$ cat src/rtl/muldiv_sequencer_if.sv
// Bundle between the EX stage and the iterative multiply/divide sequencer:
// request inputs, stall controls, result registers and an FSM state tap.
interface muldiv_sequencer_if #(
    parameter int WIDTH = 32
);
    logic             start;
    logic [1:0]       op;
    logic [WIDTH-1:0] a;
    logic [WIDTH-1:0] b;
    logic             flush;
    logic             busy;
    logic             PCwrite;
    logic             IFIDwrite;
    logic             Controller_Flush;
    logic             done;
    logic             div_by_zero;
    logic [WIDTH-1:0] hi;
    logic [WIDTH-1:0] lo;
    logic [1:0]       dbg_state;

    // A request is taken only in a cycle where start=1, flush=0 and the unit is idle;
    // there is no ready signal, the pipeline is held through the stall outputs instead.
    modport master (
        output start, op, a, b, flush,
        input  busy, PCwrite, IFIDwrite, Controller_Flush, done, div_by_zero, hi, lo, dbg_state
    );

    modport slave (
        input  start, op, a, b, flush,
        output busy, PCwrite, IFIDwrite, Controller_Flush, done, div_by_zero, hi, lo, dbg_state
    );
endinterface

$ cat src/rtl/muldiv_sequencer.sv
// Iterative MULT/MULTU/DIV/DIVU unit: one shift-add or restoring-divide step per cycle
// on operand magnitudes, sign fix-up on the last step, plus pipeline stall generation.
module muldiv_sequencer #(
    parameter int WIDTH = 32
) (
    input  logic              clk,
    input  logic              rst,
    muldiv_sequencer_if.slave bus
);
    localparam int CW = $clog2(WIDTH + 1);

    typedef enum logic [1:0] {
        S_IDLE = 2'd0,
        S_BUSY = 2'd1,
        S_DONE = 2'd2
    } state_t;

    state_t           r_state;
    state_t           w_state_next;
    logic [CW-1:0]    r_count;
    logic             r_is_div;
    logic             r_neg_q;
    logic             r_neg_r;
    logic [WIDTH-1:0] r_mb;
    logic [WIDTH-1:0] r_wh;
    logic [WIDTH-1:0] r_wl;
    logic [WIDTH-1:0] r_hi;
    logic [WIDTH-1:0] r_lo;
    logic             r_dz;

    logic             w_is_div;
    logic             w_a_neg;
    logic             w_b_neg;
    logic [WIDTH-1:0] w_mag_a;
    logic [WIDTH-1:0] w_mag_b;
    logic             w_accept;
    logic             w_div0;
    logic             w_stall;
    logic             w_last;

    logic [WIDTH:0]     w_mul_sum;
    logic [WIDTH:0]     w_div_shift;
    logic [WIDTH:0]     w_div_diff;
    logic [WIDTH-1:0]   w_it_h;
    logic [WIDTH-1:0]   w_it_l;
    logic [2*WIDTH-1:0] w_prod;
    logic [2*WIDTH-1:0] w_prod_n;
    logic [WIDTH-1:0]   w_fin_h;
    logic [WIDTH-1:0]   w_fin_l;

    assign w_is_div = bus.op[1];
    assign w_a_neg  = bus.op[0] & bus.a[WIDTH-1];
    assign w_b_neg  = bus.op[0] & bus.b[WIDTH-1];
    assign w_mag_a  = w_a_neg ? (~bus.a + 1'b1) : bus.a;
    assign w_mag_b  = w_b_neg ? (~bus.b + 1'b1) : bus.b;
    assign w_accept = (r_state == S_IDLE) & bus.start & ~bus.flush;
    assign w_div0   = w_is_div & (bus.b == '0);
    assign w_last   = (r_count == CW'(1));

    // Multiply: {r_wh,r_wl} shifts right, multiplier bits consumed from r_wl[0].
    // Divide: {r_wh,r_wl} shifts left, r_wh is the partial remainder, quotient fills r_wl.
    assign w_mul_sum   = {1'b0, r_wh} + (r_wl[0] ? {1'b0, r_mb} : '0);
    assign w_div_shift = {r_wh, r_wl[WIDTH-1]};
    assign w_div_diff  = w_div_shift - {1'b0, r_mb};

    always_comb begin
        w_it_h = '0;
        w_it_l = '0;
        if (r_is_div) begin
            if (!w_div_diff[WIDTH]) begin
                w_it_h = w_div_diff[WIDTH-1:0];
                w_it_l = {r_wl[WIDTH-2:0], 1'b1};
            end else begin
                w_it_h = w_div_shift[WIDTH-1:0];
                w_it_l = {r_wl[WIDTH-2:0], 1'b0};
            end
        end else begin
            {w_it_h, w_it_l} = {w_mul_sum, r_wl[WIDTH-1:1]};
        end
    end

    assign w_prod   = {w_it_h, w_it_l};
    assign w_prod_n = ~w_prod + 1'b1;

    // Remainder follows the dividend sign; most-negative / -1 wraps naturally here.
    always_comb begin
        w_fin_h = '0;
        w_fin_l = '0;
        if (r_is_div) begin
            w_fin_l = r_neg_q ? (~w_it_l + 1'b1) : w_it_l;
            w_fin_h = r_neg_r ? (~w_it_h + 1'b1) : w_it_h;
        end else begin
            {w_fin_h, w_fin_l} = r_neg_q ? w_prod_n : w_prod;
        end
    end

    always_ff @(posedge clk) begin
        if (rst) begin
            r_state <= S_IDLE;
        end else begin
            r_state <= w_state_next;
        end
    end

    always_comb begin
        w_state_next = r_state;
        case (r_state)
            S_IDLE: begin
                if (w_accept) begin
                    w_state_next = w_div0 ? S_DONE : S_BUSY;
                end
            end
            S_BUSY: begin
                if (bus.flush) begin
                    w_state_next = S_IDLE;
                end else if (w_last) begin
                    w_state_next = S_DONE;
                end
            end
            S_DONE:  w_state_next = S_IDLE;
            default: w_state_next = S_IDLE;
        endcase
    end

    always_ff @(posedge clk) begin
        if (rst) begin
            r_count  <= '0;
            r_is_div <= 1'b0;
            r_neg_q  <= 1'b0;
            r_neg_r  <= 1'b0;
            r_mb     <= '0;
            r_wh     <= '0;
            r_wl     <= '0;
            r_hi     <= '0;
            r_lo     <= '0;
            r_dz     <= 1'b0;
        end else begin
            case (r_state)
                S_IDLE: begin
                    if (w_accept) begin
                        r_is_div <= w_is_div;
                        r_neg_q  <= w_a_neg ^ w_b_neg;
                        r_neg_r  <= w_a_neg;
                        r_mb     <= w_mag_b;
                        r_wh     <= '0;
                        r_wl     <= w_mag_a;
                        r_count  <= CW'(WIDTH);
                        r_dz     <= w_div0;
                        if (w_div0) begin
                            r_hi <= bus.a;
                            r_lo <= '1;
                        end
                    end
                end
                S_BUSY: begin
                    if (!bus.flush) begin
                        r_wh    <= w_it_h;
                        r_wl    <= w_it_l;
                        r_count <= r_count - CW'(1);
                        if (w_last) begin
                            r_hi <= w_fin_h;
                            r_lo <= w_fin_l;
                        end
                    end
                end
                default: ;
            endcase
        end
    end

    assign w_stall = w_accept | (r_state == S_BUSY);

    assign bus.busy             = (r_state != S_IDLE);
    assign bus.PCwrite          = ~w_stall;
    assign bus.IFIDwrite        = ~w_stall;
    assign bus.Controller_Flush = w_stall;
    assign bus.done             = (r_state == S_DONE);
    assign bus.div_by_zero      = r_dz;
    assign bus.hi               = r_hi;
    assign bus.lo               = r_lo;
    assign bus.dbg_state        = r_state;
endmodule
$ cat src/flat_wrapper.sv
// flat-port wrapper written by rule: the top's interface ports become plain ports
module muldiv_sequencer_flat 
#(
    parameter int WIDTH = 32
)
  (clk, rst, bus_start, bus_op, bus_a, bus_b, bus_flush, bus_busy, bus_PCwrite, bus_IFIDwrite, bus_Controller_Flush, bus_done, bus_div_by_zero, bus_hi, bus_lo, bus_dbg_state);
  muldiv_sequencer_if #(.WIDTH(WIDTH)) bus_i ();
  input  logic clk;
  input  logic rst;
  input wire logic [$bits(bus_i.start)-1:0] bus_start;
  input wire logic [$bits(bus_i.op)-1:0] bus_op;
  input wire logic [$bits(bus_i.a)-1:0] bus_a;
  input wire logic [$bits(bus_i.b)-1:0] bus_b;
  input wire logic [$bits(bus_i.flush)-1:0] bus_flush;
  output wire logic [$bits(bus_i.busy)-1:0] bus_busy;
  output wire logic [$bits(bus_i.PCwrite)-1:0] bus_PCwrite;
  output wire logic [$bits(bus_i.IFIDwrite)-1:0] bus_IFIDwrite;
  output wire logic [$bits(bus_i.Controller_Flush)-1:0] bus_Controller_Flush;
  output wire logic [$bits(bus_i.done)-1:0] bus_done;
  output wire logic [$bits(bus_i.div_by_zero)-1:0] bus_div_by_zero;
  output wire logic [$bits(bus_i.hi)-1:0] bus_hi;
  output wire logic [$bits(bus_i.lo)-1:0] bus_lo;
  output wire logic [$bits(bus_i.dbg_state)-1:0] bus_dbg_state;
  assign bus_i.start = bus_start;
  assign bus_i.op = bus_op;
  assign bus_i.a = bus_a;
  assign bus_i.b = bus_b;
  assign bus_i.flush = bus_flush;
  assign bus_busy = bus_i.busy;
  assign bus_PCwrite = bus_i.PCwrite;
  assign bus_IFIDwrite = bus_i.IFIDwrite;
  assign bus_Controller_Flush = bus_i.Controller_Flush;
  assign bus_done = bus_i.done;
  assign bus_div_by_zero = bus_i.div_by_zero;
  assign bus_hi = bus_i.hi;
  assign bus_lo = bus_i.lo;
  assign bus_dbg_state = bus_i.dbg_state;
  muldiv_sequencer #(.WIDTH(WIDTH)) u_core (.clk(clk), .rst(rst), .bus(bus_i));
endmodule
$ cat config.mk
export PLATFORM = sky130hd
export DESIGN_NAME = muldiv_sequencer_flat
export DESIGN_NICKNAME = d
export VERILOG_FILES = /design/src/rtl/muldiv_sequencer_if.sv /design/src/rtl/muldiv_sequencer.sv /design/src/flat_wrapper.sv
export SDC_FILE = /design/constraint.sdc
export NUM_CORES = 1
export LEC_CHECK = 0
export BUFFER_PORTS_ARGS = -buffer_cell sky130_fd_sc_hd__buf_2
export CORE_ASPECT_RATIO = 0.9
export CORE_MARGIN = 1
export CORE_UTILIZATION = 30
export CTS_BUF_LIST = sky130_fd_sc_hd__clkbuf_16
export DETAILED_ROUTE_END_ITERATION = 10
export PLACE_DENSITY = 0.53
export SYNTH_ARGS = -nofsm -noshare
export SYNTH_HDL_FRONTEND = slang
export SYNTH_SLANG_ARGS = --single-unit
$ cat constraint.sdc
create_clock -name clk -period 6.1 [get_ports clk]
set_input_delay 0.305 -clock clk [delete_from_list [all_inputs] [get_ports clk]]
set_output_delay 0.305 -clock clk [all_outputs]
set_load 0.005 [all_outputs]
== After elaboration in Yosys (flattened, before gate mapping) ==
Index checks and enable logic that the tools add are counted.

* $add $sub $neg: 8
* Eq/ne operators: 8
* Multiplexer cells: 36
* Bitwise operators: 14
* Reduce and logical (&&, ||, !) cells: 8

{| class="wikitable"
|+ Operators by type and width
! operator !! count
|-
| two-way mux 32 bit || 22
|-
| case mux 32 bit (2 select lines) || 4
|-
| adder 32 x 1 -> 32 bit (second input constant) || 4
|-
| NOT 32 bit || 4
|-
| adder 64 x 1 -> 64 bit (second input constant) || 1
|-
| two-way mux 64 bit || 1
|-
| NOT 64 bit || 1
|-
| adder 32 x 33 -> 33 bit || 1
|-
| subtractor 33 x 32 -> 33 bit || 1
|-
| zero test 32 bit || 1
|-
| two-way mux 6 bit || 2
|-
| case mux 6 bit (2 select lines) || 1
|-
| two-way mux 2 bit || 4
|-
| == test 6 x 1 -> 1 bit (second input constant) || 1
|-
| inequality test 2 x 1 -> 1 bit (second input constant) || 3
|-
| subtractor 6 x 1 -> 6 bit (second input constant) || 1
|-
| bitwise AND 1 bit || 5
|-
| AND reduction 5 bit || 1
|-
| case mux 2 bit (2 select lines) || 1
|-
| AND reduction 2 bit || 2
|-
| nonzero test 2 bit || 2
|-
| inequality test 3 x 2 -> 1 bit (second input constant) || 1
|-
| AND reduction 3 bit || 1
|-
| == test 2 x 1 -> 1 bit (second input constant) || 1
|-
| 7 further kinds || 8
|}

* Register bits: 172
* Input bits: 70
* Output and inout bits: 72
* Logic and storage cells: 85

== Depth between registers and ports, before layout ==
* Depth after elaboration: 10
* Mapped depth: 25
* Mapped depth without buffers: 23

== Worst setup path before layout ==
Ideal clock, no wire load.

* Path type: reg-to-reg
* Start: register u_core.r_wl[31]
* End: register u_core.r_hi[24], in the netlist u_core.bus.hi[24]
* Library setup time: 0.069 ns
* Arrival time: 4.982 ns
* Required time: 6.031 ns
* Setup slack: 1.049 ns
* Stages on the path, launching flop included: 26
* Buffers on the path: 2
* Clock period less this slack: 5.051 ns
* Cells stage by stage: dfxtp_1 > inv_1 > ha_1 > fa_1 > nand2b_1 > a21oi_1 > nor3b_2 > o21ai_2 > a22o_4 > nor3_2 > clkbuf_1 > a21oi_1 > ha_1 > o21ai_0 > nor2_1 > nand3_1 > or2_2 > inv_1 > nand2_1 > or2_2 > clkbuf_1 > nand3b_1 > a211o_1 > mux2_1 > or3_1 > o21ai_1

* Cells in the longest elaborated chain, start to end: 10
* Elaborated cells on any way between the ends: 15
* Those cells by class: add/sub (3); mux (10); bitwise (2)

{| class="wikitable"
|+ RTL lines
! what !! RTL line !! source
|-
| start, declared || muldiv_sequencer.sv:26 || <nowiki>logic [WIDTH-1:0] r_wl;</nowiki>
|-
| start signal, assigned || muldiv_sequencer.sv:146 || <nowiki>r_wl <= w_mag_a;</nowiki>
|-
| start signal, assigned || muldiv_sequencer.sv:158 || <nowiki>r_wl <= w_it_l;</nowiki>
|-
| subtractor 33 x 32 -> 33 bit || muldiv_sequencer.sv:64 || <nowiki>assign w_div_diff = w_div_shift - {1'b0, r_mb};</nowiki>
|-
| two-way mux 1 bit / two-way mux 32 bit (equally long branches) || muldiv_sequencer.sv:70 || <nowiki>if (!w_div_diff[WIDTH]) begin</nowiki>
|-
| two-way mux 32 bit || muldiv_sequencer.sv:69 || <nowiki>if (r_is_div) begin</nowiki>
|-
| NOT 64 bit / NOT 32 bit (equally long branches) || muldiv_sequencer.sv:83, muldiv_sequencer.sv:91 ||
|-
| adder 64 x 1 -> 64 bit / adder 32 x 1 -> 32 bit (equally long branches) || muldiv_sequencer.sv:83, muldiv_sequencer.sv:91 ||
|-
| two-way mux 64 bit / two-way mux 32 bit (equally long branches) || muldiv_sequencer.sv:93, muldiv_sequencer.sv:91 ||
|-
| two-way mux 32 bit * || muldiv_sequencer.sv:89 || <nowiki>if (r_is_div) begin</nowiki>
|-
| two-way mux 32 bit * || muldiv_sequencer.sv:160 || <nowiki>if (w_last) begin</nowiki>
|-
| two-way mux 32 bit * || muldiv_sequencer.sv:156 || <nowiki>if (!bus.flush) begin</nowiki>
|-
| case mux 32 bit (2 select lines) * || muldiv_sequencer.sv:138 || <nowiki>case (r_state)</nowiki>
|-
| end signal, assigned || muldiv_sequencer.sv:150 || <nowiki>r_hi <= bus.a;</nowiki>
|-
| end signal, assigned || muldiv_sequencer.sv:161 || <nowiki>r_hi <= w_fin_h;</nowiki>
|-
| end, declared || muldiv_sequencer.sv:27 || <nowiki>logic [WIDTH-1:0] r_hi;</nowiki>
|}

Every way passes the cells marked *; elsewhere a longest branch is shown, timed or not. The select of a mux whose other input is x is not followed.
A chain may end at the register's enable or synchronous reset.

== Final worst setup path ==
* Start: register u_core.r_wl[0]
* End: register u_core.r_hi[30], in the netlist u_core.bus.hi[30]

* Cells in the longest elaborated chain, start to end: 10
* Elaborated cells on any way between the ends: 14
* Those cells by class: add/sub (3); mux (9); bitwise (2)

{| class="wikitable"
|+ RTL lines
! what !! RTL line !! source
|-
| two-way mux 32 bit || muldiv_sequencer.sv:62 || <nowiki>assign w_mul_sum = {1'b0, r_wh} + (r_wl[0] ? {1'b0, r_mb} : '0);</nowiki>
|-
| adder 32 x 33 -> 33 bit || muldiv_sequencer.sv:62 ||
|-
| two-way mux 32 bit || muldiv_sequencer.sv:69 ||
|-
| NOT 64 bit / NOT 32 bit (equally long branches) || muldiv_sequencer.sv:83, muldiv_sequencer.sv:91 ||
|-
| adder 64 x 1 -> 64 bit / adder 32 x 1 -> 32 bit (equally long branches) || muldiv_sequencer.sv:83, muldiv_sequencer.sv:91 ||
|-
| two-way mux 64 bit / two-way mux 32 bit (equally long branches) || muldiv_sequencer.sv:93, muldiv_sequencer.sv:91 ||
|-
| two-way mux 32 bit * || muldiv_sequencer.sv:89 ||
|-
| two-way mux 32 bit * || muldiv_sequencer.sv:160 ||
|-
| two-way mux 32 bit * || muldiv_sequencer.sv:156 ||
|-
| case mux 32 bit (2 select lines) * || muldiv_sequencer.sv:138 ||
|}

Marks and branches as above.

==> summary.md <==
| Metric | Value |
|---|---|
| Critical path, cell by cell | `buf_4, and2_1, ha_1, a21oi_1, o211ai_1, a31oi_1, a2111oi_0, o211ai_1, nand2_1, xnor2_1, a22oi_1, or4_1, buf_4, a2111oi_2, nor2_1, xor2_1, o221ai_1` |
| Die area | `0.0511 mm²` |
| Core area | `0.0493 mm²` |
| Syn Area/Cell | `~7.3 µm²` |
| Clk slew on worst S/H paths | `roughly 0.080 ns` |
| Htree depth | `4` |
| Vias per cell | `5.69` |
| GR Overflow Total | `0` |
| YS warnings | `0` |
| Kind of critical path | `flop to flop` |
| Type of origin of the critical path | `flop` |
| First-pass GRT wire length | `95600 µm` |
| Unrepaired setup endpoints after global routing | `false` |
| Data required time of the worst path | `6.46 ns` |
| Status | `finished clean` |
| DRC | `0` |
| Synth area leader | `dfxtp_1` |
| Syn-to-layout area delta | `14.1%` |
| Fmax | `0.175 GHz` |
| Post-synthesis sequential area ratio | `22.9%` |
| Longest Clk Path Bufs | `2` |
| Seq cells post-synth | `172` |
| Met1 usage | `35.3%` |
| Worst-Skew Late Latency | `0.51 ns` |
| Vias | `16.1k` |
| Place WS | `0.405 ns` |
| Ys flop type | `dfxtp_1` |
| Final core utilization | `34.8%` |
| Final Hold Viols | `0` |
| Unique cell type count in the Yosys netlist | `97` |
| Crit end category | `flop` |
| Die H | `215 µm` |
| Max_cap viols | `0` |
| Crit path DAT | `6.09 ns` |
| CP max FO | `18` |
| Number of port buffers | `roughly 140` |
| Area share of the largest cell type after synthesis | `22.9%` |
| Syn nets | `around 2.2k` |
| Global Route Usage Sum | `24.7%` |
| Met3 GRT Util | `around 5.5%` |
| Async SR Flop Fraction | `0%` |
| Pre-Repair DR Iteration Count | `6` |
| Worst path slowest cell | `a2111oi_0` |
| Static Leak | `approximately 7.0 nW` |
| Tcrit/Tclk final | `93.8%` |
| Final hold slack | `0.0697 ns` |
| Cts hold-fix bufs | `0` |
| Cell-internal power | `~2.1 mW` |
| Net Switching | `1.22 mW` |
| Final worst slack | `0.377 ns` |
| Cell area after layout | `about 0.017 mm²` |
| Gate Count Post-Synth | `2055` |
| Peak per-stage delay on the critical path | `about 1.3 ns` |
| Max VDD drop | `199 µV` |
| Met2 usage | `a little over a third` |
| Sum Neg Setup Slack | `0 ns` |
| Wire per inst | `22.3 µm` |
| RePlAce Congestion | `0.989` |
| Iter 0 DRT Violations | `approximately 1.7k` |
| Initial antenna violation count | `1` |
| Inserted Clock Buffers | `17` |
| Die width | `238 µm` |
| HP Class | `input port to flop` |
| Number of enable flip-flop cells after synthesis | `0` |
| I/O pin cnt | `142` |
| Final setup viols | `0` |
| Pwr/cell area | `192 mW/mm²` |
| CTS tree | `yes` |
| Portion of total power attributed to sequential cells | `37.1%` |
| Clock Skews | `approximately 0.021 ns` |
| Vias in the first global route | `15.1k` |
| Dpl hpwl | `48500 µm` |
| Placed inst area | `0.0166 mm²` |
| Slew Limit Fails | `0` |
| Relative slew slack | `5.72%` |
| Part of the power in the clock network | `34.0%` |
| Root Driver | `clkbuf_16` |
| Sw Share | `37.1%` |
| Share of layout cells above drive strength 1 | `approximately 14%` |
| Final WL | `between 60000 and 70000 µm` |
| Final worst path period need | `roughly 5.7 ns` |
| Rows | `77` |
| Finished Layout Cells | `approximately 2.8k` |
| Inst Count DP | `roughly 2.8k` |
| Synthesized area | `0.0151 mm²` |
| Slew at the pin with the worst max-slew slack | `1.38 ns` |
| # nets final | `2293` |
| Pin count of the biggest net entering global routing | `87` |
| Initial Util | `30.5%` |
| Busiest grt layer | `met2` |
| Logic pwr share | `28.9%` |
| Clock sink count | `approximately 170` |
| Tot Pwr | `between 3 and 4 mW` |
| Area contributors post-synth | `dfxtp_1, a21oi_1, ha_1, nand2_1, xnor2_1` |
| Antenna Nets Post-Route | `0` |
-- area by class of cell --
cell class	instances	area, µm²
clock inverters	14	135
diodes	1	2.50
multi-input cells	1687	10900
repair buffers	202	1190
clock buffers	17	425
well taps	671	840
inverters	71	267
flip-flops and latches	172	3450
fillers	5344	32100
-- final timing paths --
| check | from | to | slack [ns] | depth (start not counted) |
|---|---|---|---|---|
| worst max register to register | u_core.r_wl[0] | u_core.bus.hi[30] | 0.38 | 17 |
| worst min-delay path | bus_flush | u_core.bus.dbg_state[0] | 0.07 | 2 |
| worst min register to register | u_core.bus.hi[14] | u_core.bus.hi[14] | 0.48 | 2 |
| worst max-delay path | u_core.r_wl[0] | u_core.bus.hi[30] | 0.38 | 17 |
-- registers in the layout (all words and copies together), names as in the netlist --
| name | cells |
|---|---|
| u_core.bus.div_by_zero | 1 |
| u_core.r_count | 6 |
| u_core.r_neg_r | 1 |
| u_core.r_is_div | 1 |
| u_core.r_wh | 32 |
| u_core.r_neg_q | 1 |
| u_core.r_mb | 32 |
| u_core.bus.dbg_state | 2 |
| u_core.r_wl | 32 |
| u_core.bus.lo | 32 |
| u_core.bus.hi | 32 |
-- cell families (layout without fill, tap and decap cells) --
group / after synthesis / in the layout / share of synthesized area [%]
buffers and inverters: 196 / 304 / 5.15
adder cells (fa/ha/maj): 72 / 72 / 6.08
XOR/XNOR: 157 / 157 / 9.13
multiplexers: 44 / 44 / 3.08
other: 0 / 1 / 0
flip-flops: 172 / 172 / 22.9
AND/OR/NAND/NOR: 737 / 737 / 23.7
AO/OA/AOI/OAI: 677 / 677 / 30.0
-- placed cells by master, fill, tap and decap left out, types with 13 or more instances in the layout --
cell type	Yosys	layout
nand2_1	219	219
nor2_1	211	208
a21oi_1	195	194
dfxtp_1	172	171
buf_2	14	140
o21ai_0	123	123
xnor2_1	91	91
ha_1	70	70
inv_1	68	68
xor2_1	66	66
a211oi_1	64	64
buf_4	2	60
nor3_1	58	58
and2_1	49	48
o211ai_1	41	41
a31oi_1	35	35
a22oi_1	31	31
nand3_1	29	29
nand4_1	27	27
mux2i_1	25	25
a21o_1	24	24
nor4_1	21	21
o31ai_1	21	21
or3_1	20	20
mux2_2	18	18
nand2b_1	18	17
clkbuf_16	0	17
a311oi_1	13	13
-- cell usage after synthesis, drive strengths merged (36+ instances only) --
library cell,instances
nand2,219
nor2,213
a21oi,199
dfxtp,172
o21ai,127
clkbuf,91
xnor2,91
ha,70
inv,68
xor2,66
a211oi,65
nor3,62
and2,50
o211ai,41
a31oi,36
-- routing by layer --
metal,vias up,routed length [µm]
met5,-,0
met4,0,1450
met3,64,4640
met2,598,27100
met1,7752,30100
li1,7727,-
-- worst max-delay path, delay by kind of cell (launching register included) --
family | cells | cell delay, ns
adder cells (fa/ha/maj) | 1 | 0.24
buffers and inverters | 2 | 0.50
XOR/XNOR | 2 | 0.30
AO/OA/AOI/OAI | 8 | 2.88
AND/OR/NAND/NOR | 4 | 1.12
flip-flops | 1 | 0.53
-- power by group through the flow --
stage | combinational [mW] | sequential (mW) | clock (mW)
after floorplan | 0.622 | 1.23 | 0
after global placement | 0.938 | 1.25 | 0
after detailed placement | 0.933 | 1.25 | 0
after CTS | 0.938 | 1.22 | 1.15
after global routing | 1.03 | 1.23 | 1.18
final | 0.953 | 1.22 | 1.12
-- timing repair --
item	4_1_cts	5_1_grt
buffers inserted	0	0
resized for setup	0	1
endpoints found under the setup margin	0	1
No activity file was read; power rests on OpenSTA's default activity.
